### config.mk
export PLATFORM = sky130hd
export DESIGN_NAME = instruction_fetch_unit
export DESIGN_NICKNAME = d
export VERILOG_FILES = /design/src/rtl/instruction_fetch_unit.sv
export SDC_FILE = /design/constraint.sdc
export NUM_CORES = 1
export LEC_CHECK = 0
export CAP_MARGIN = 20
export CORE_MARGIN = 8
export CORE_UTILIZATION = 45
export CTS_BUF_LIST = sky130_fd_sc_hd__clkbuf_4 sky130_fd_sc_hd__clkbuf_8
export CTS_CLUSTER_DIAMETER = 80
export CTS_CLUSTER_SIZE = 20
export DETAILED_ROUTE_END_ITERATION = 8
export PLACE_DENSITY = 0.63
export SLEW_MARGIN = 15
export SYNTH_ARGS = -nofsm -noshare
export SYNTH_HDL_FRONTEND = slang
export SYNTH_SLANG_ARGS = --single-unit
### constraint.sdc
create_clock -name clk -period 9 [get_ports clk]
set_input_delay 2.7 -clock clk [delete_from_list [all_inputs] [get_ports clk]]
set_output_delay 2.7 -clock clk [all_outputs]
set_load 0.005 [all_outputs]
### src/rtl/instruction_fetch_unit.sv
// instruction_fetch_unit: PC sequencing, byte-wide instruction memory and IF/ID feed for the 5-stage pipeline
module instruction_fetch_unit #(
  parameter int          IMEM_BYTES = 64,
  parameter logic [63:0] RESET_PC   = 64'h0
) (
  input  logic        clk,
  input  logic        reset,
  input  logic        pc_write,
  input  logic        branch_taken,
  input  logic [63:0] branch_target,
  input  logic        imem_wr_en,
  input  logic [63:0] imem_wr_addr,
  input  logic [31:0] imem_wr_data,
  output logic [63:0] PC_out,
  output logic [31:0] Instruction_out,
  output logic        fetch_valid,
  output logic        flush_ifid,
  output logic        fetch_fault,
  output logic [31:0] fetch_count
);
  localparam int AW = $clog2(IMEM_BYTES);
  localparam logic [1:0] BOOT  = 2'd0;
  localparam logic [1:0] RUN   = 2'd1;
  localparam logic [1:0] FAULT = 2'd2;
  logic [1:0]    state_q, state_d;
  logic [63:0]   pc_q, pc_d;
  logic [31:0]   count_q, count_d;
  logic          fault_q, fault_d;
  logic [7:0]    mem [IMEM_BYTES];
  logic [AW-1:0] ridx, widx;
  logic          rd_ok, wr_ok;
  always_comb begin
    state_d = state_q;
    pc_d    = pc_q;
    count_d = count_q;
    fault_d = fault_q;
    if (state_q == BOOT) begin
      state_d = RUN;
    end else if (state_q == RUN) begin
      if (branch_taken && branch_target[1:0] == 2'b00) begin
        pc_d    = branch_target;
        count_d = count_q + 32'd1;
      end else if (branch_taken) begin
        fault_d = 1'b1;
        state_d = FAULT;
      end else if (pc_write) begin
        pc_d    = pc_q + 64'd4;
        count_d = count_q + 32'd1;
      end
    end
  end
  always_ff @(posedge clk or negedge reset) begin
    if (!reset) begin
      state_q <= BOOT;
      pc_q    <= RESET_PC;
      count_q <= 32'd0;
      fault_q <= 1'b0;
    end else begin
      state_q <= state_d;
      pc_q    <= pc_d;
      count_q <= count_d;
      fault_q <= fault_d;
    end
  end
  // Memory has no reset so it can be preloaded while the core is held in reset.
  assign widx  = {imem_wr_addr[AW-1:2], 2'b00};
  assign wr_ok = {imem_wr_addr[63:2], 2'b00} < 64'(IMEM_BYTES);
  always_ff @(posedge clk) begin
    if (imem_wr_en && wr_ok) begin
      mem[widx]          <= imem_wr_data[7:0];
      mem[widx + AW'(1)] <= imem_wr_data[15:8];
      mem[widx + AW'(2)] <= imem_wr_data[23:16];
      mem[widx + AW'(3)] <= imem_wr_data[31:24];
    end
  end
  assign ridx  = pc_q[AW-1:0];
  assign rd_ok = ({1'b0, pc_q} + 65'd3) < 65'(IMEM_BYTES);
  assign Instruction_out = (state_q == RUN && rd_ok) ?
    {mem[ridx + AW'(3)], mem[ridx + AW'(2)], mem[ridx + AW'(1)], mem[ridx]} : 32'b0;
  assign PC_out      = pc_q;
  assign fetch_valid = state_q == RUN;
  assign flush_ifid  = branch_taken;
  assign fetch_fault = fault_q;
  assign fetch_count = count_q;
endmodule

==> Implementation_results.wiki, run 1 <==
{| class="wikitable"
! Metric !! Value
|-
| Total wire length after detailed routing || 128 mm
|-
| Syn_area_per_cell || 15.6 um^2
|-
| DR vias/cell || 7.17
|-
| Required time worst endpoint || 6.30 ns
|-
| Minimum setup slack among reg-to-reg paths || 5.14 ns
|-
| Final-report setup violation count || 0
|-
| DRC || 0
|-
| Setup repair after global routing missed its margin || no
|-
| Number of nets still failing antenna checks after routing || 0
|-
| Setup crit end || Instruction_out[10]
|-
| Count of cell types in the netlist || 70
|-
| Detailed-route via count || 27,795
|-
| Crit path kind || reg2out
|-
| Final hold vios || 0
|-
| Number of enable flip-flop cells after synthesis || 512
|-
| Beginning of the worst register-to-register path || PC_out[3]
|-
| CTS H-tree lvls || 2
|-
| Ports placed on the boundary || 296
|-
| First-pass GRT wire length || 187 mm
|-
| Flops & latches, synth || 611
|-
| Aggregate global-route resource usage || 0.256
|-
| Most common library cell in the layout ignoring fill and taps || sky130_fd_sc_hd__mux4_2
|-
| Input/output buffers || 293
|-
| Routed len/inst || 32.9 um
|-
| Max-cap check violation count || 0
|-
| Dpl hpwl || 86.2 mm
|-
| Synth area leader || sky130_fd_sc_hd__edfxtp_1
|-
| Power density normalized to cell area || 205 mW/mm^2
|-
| Hold/Removal Path Class || reg2reg
|-
| Layout Area Growth over Synthesis || 13.9%
|-
| Starting utilization of the core area || 0.452
|-
| List of cells traversed by the critical path || buf_4 > buf_4 > ha_1 > xnor2_2 > buf_4 > mux4_2 > a22o_1 > a221oi_1 > nor3_1 > clkdlybuf4s50_1
|-
| Reg clk slew, reported paths || 0.11 ns
|-
| Total iterations of the first detailed-routing run || 6
|-
| Worst path setup slack after routing || 0.354 ns
|-
| Area of the placeable core || 0.0865 mm^2
|-
| Sum of overflow across all layers after global routing || 0
|-
| Remaining max-slew budget at the tightest pin || 0.230
|-
| Reg-to-Reg End || PC_out[57]
|-
| Worst setup path startpoint || PC_out[1]
|-
| First-iteration detailed-routing DRC count || 3,892
|-
| Warning count from the yosys run || 0
|-
| Static leakage power || 0.0140 uW
|-
| Critical Path Fanout Max || 68
|-
| Run status || finished, final reports clean
|-
| Number of cell rows || 108
|-
| Synth Flop Type || sky130_fd_sc_hd__edfxtp_1
|-
| Share of the synthesized area in the top cell type || 0.393
|-
| Total die area || 0.0966 mm^2
|-
| Sink count of the clock tree || 611
|-
| Hold bufs inserted after CTS || 0
|-
| Cell with the most instances on the worst path || sky130_fd_sc_hd__buf_4
|-
| Clock latency on the worst-skew pair || 0.72 ns
|-
| Cells taking the most area after synthesis || sky130_fd_sc_hd__edfxtp_1 (39%), sky130_fd_sc_hd__mux4_2 (36%), sky130_fd_sc_hd__dfrtp_1 (6.3%)
|-
| Net count, final || 2,864
|-
| Synthesized net count || 2,673
|-
| Clock tree from TritonCTS || built
|-
| Worst Max-Slew Pin Slew || 1.15 ns
|-
| Vias in the first global route || 27,212
|-
| Delay of the slowest critical-path stage || 0.91 ns
|-
| Last weighted congestion value of the routability-driven placer || 0.946
|-
| Worst reg2reg path depth || 9
|-
| FILL cells || 7,043
|-
| Die X || 311 um
|-
| Syn Std Cell Area || 0.0391 mm^2
|-
| Total clock buffers created by CTS || 42
|-
| Maximum vdd ir drop || 174 uV
|-
| Final Slew Violations || 0
|-
| Slowest cell on the critical path || sky130_fd_sc_hd__buf_4
|-
| Worst setup timing slack at the placement stage || 0.858 ns
|-
| Post-synth ARST share || 0.162
|-
| Total negative slack for setup checks || 0 ns
|-
| Max Clock Freq || 0.116 GHz
|-
| Kind of launch point of the worst setup path || register
|-
| Crit end category || primary output
|-
| Worst setup skew after layout || 0.0347 ns
|-
| Clock root buffer || sky130_fd_sc_hd__clkbuf_8
|-
| Final clock period utilization by the worst path || 0.961
|-
| Commonest cells after routing, fill and taps aside || sky130_fd_sc_hd__mux4_2 (629), sky130_fd_sc_hd__edfxtp_1 (512), sky130_fd_sc_hd__clkdlybuf4s50_1 (292)
|-
| Maximum number of pins on one net before global-route repair || 156
|-
| Share of post-route cells with drive strength above 1 || 0.312
|-
| Minimum clock period || 8.65 ns
|-
| Antenna violations before repair || 9
|-
| Sequential fraction of the synthesis area || 0.457
|-
| Cells after synthesis || 2,502
|-
| Chip height || 311 um
|-
| Largest buffer count on any clock path || 3
|-
| Worst EP arrival || 5.95 ns
|}
## synthesized netlist by cell type, drive strengths merged, types with 24 or more instances
cell / n
mux4: 629
edfxtp: 512
clkbuf: 163
nor2: 138
nand2: 102
dfrtp: 99
a21oi: 90
buf: 78
nand4: 68
o21ai: 65
nor3: 60
nand3: 59
xnor2: 47
nor4: 43
a221oi: 29
inv: 25
mux2i: 25
o22ai: 24
## sequential cells by signal, summed over array words and instances, names as in the netlist
| register | flops |
|---|---|
| PC_out | 64 |
| fetch_count | 32 |
| fetch_fault | 1 |
| mem | 512 |
| state_q | 2 |
## metal layers
metal  vias up  global-route usage  routed length, um
met4        14              0.0868               4950
met3       278              0.0586              14200
met5         -                   0                 92
li1      11122                   -                  -
met1     14424               0.340              47000
met2      1957               0.415              61400
## where the power goes
part	total [uW]	switching, uW	internal (uW)
clock	1590	998	596
combinational	4330	2280	2050
sequential	3220	112	3110
total	9140	3390	5750
## timing repair
action,CTS,global route
setup buffers,0,0
hold endpoints to repair,0,0
gates resized for setup,0,2
endpoints found under the setup margin,0,12
## worst min path at each step
stage,startpoint,to,slack [ns],cells past startpoint
2_1_floorplan,state_q[1],state_q[0],0.43,1
3_3_place_gp,state_q[1],state_q[0],0.44,1
3_5_place_dp,state_q[1],state_q[0],0.47,1
4_1_cts,state_q[1],state_q[0],0.48,1
5_1_grt,state_q[1],state_q[0],0.50,1
6_report,state_q[1],state_q[0],0.47,1
## area by class of cell
class	count	area, um^2	area share
Multi-Input combinational cell	1623	20400	0.458
Antenna cell	3	7.51	0.000168
Clock inverter	20	269	0.00604
Inverter	27	101	0.00227
Tap cell	1155	1450	0.0324
Timing Repair Buffer	388	3800	0.0854
Sequential cell	611	17900	0.401
Clock buffer	50	651	0.0146
## logic make-up (layout without fill, tap and decap cells)
| kind of cell | count (synthesis) | after routing | share of synthesized area |
|---|---|---|---|
| AO/OA/AOI/OAI | 315 | 315 | 0.0524 |
| adder cells (fa/ha/maj) | 6 | 6 | 0.00192 |
| XOR/XNOR | 65 | 65 | 0.0146 |
| other | 0 | 3 | 0 |
| buffers and inverters | 268 | 485 | 0.0273 |
| multiplexers | 656 | 656 | 0.369 |
| flip-flops | 611 | 611 | 0.457 |
| AND/OR/NAND/NOR | 581 | 581 | 0.0781 |
## per-stage QoR
stage	area [um^2]	cells	power, uW	util	hold slack (ns)
2_1_floorplan	39100	2502	6030	-	0.431
3_3_place_gp	43500	3799	7540	0.503	0.444
3_5_place_dp	43500	3801	7560	0.503	0.470
4_1_cts	44500	3871	9150	0.514	0.482
5_1_grt	44600	3876	9440	0.515	0.497
6_report	44600	3877	9140	0.515	0.474
## worst max-delay path: cells and delay by family (launching register included)
family,cells,cell delay [ns]
xor gates and xnor gates,1,0.14
muxes,1,0.61
buffers and inverters,4,2.58
adders and majority gates,1,0.37
and+or+nand+nor,1,0.19
DFF,1,0.44
AOI/OAI and AO/OA,2,0.86
No activity file was read; power rests on OpenSTA's default activity.
==> run 2, diff against run 1 <==
--- a/config.mk
+++ b/config.mk
@@ -5,6 +5,7 @@
 export SDC_FILE = /design/constraint.sdc
 export NUM_CORES = 1
 export LEC_CHECK = 0
+export ABC_CLOCK_PERIOD_IN_PS = 9000
 export CAP_MARGIN = 20
 export CORE_MARGIN = 8
 export CORE_UTILIZATION = 45
==> results of run 2 <==
No change in the layout: final DEF, timing and power equal those of run 1.
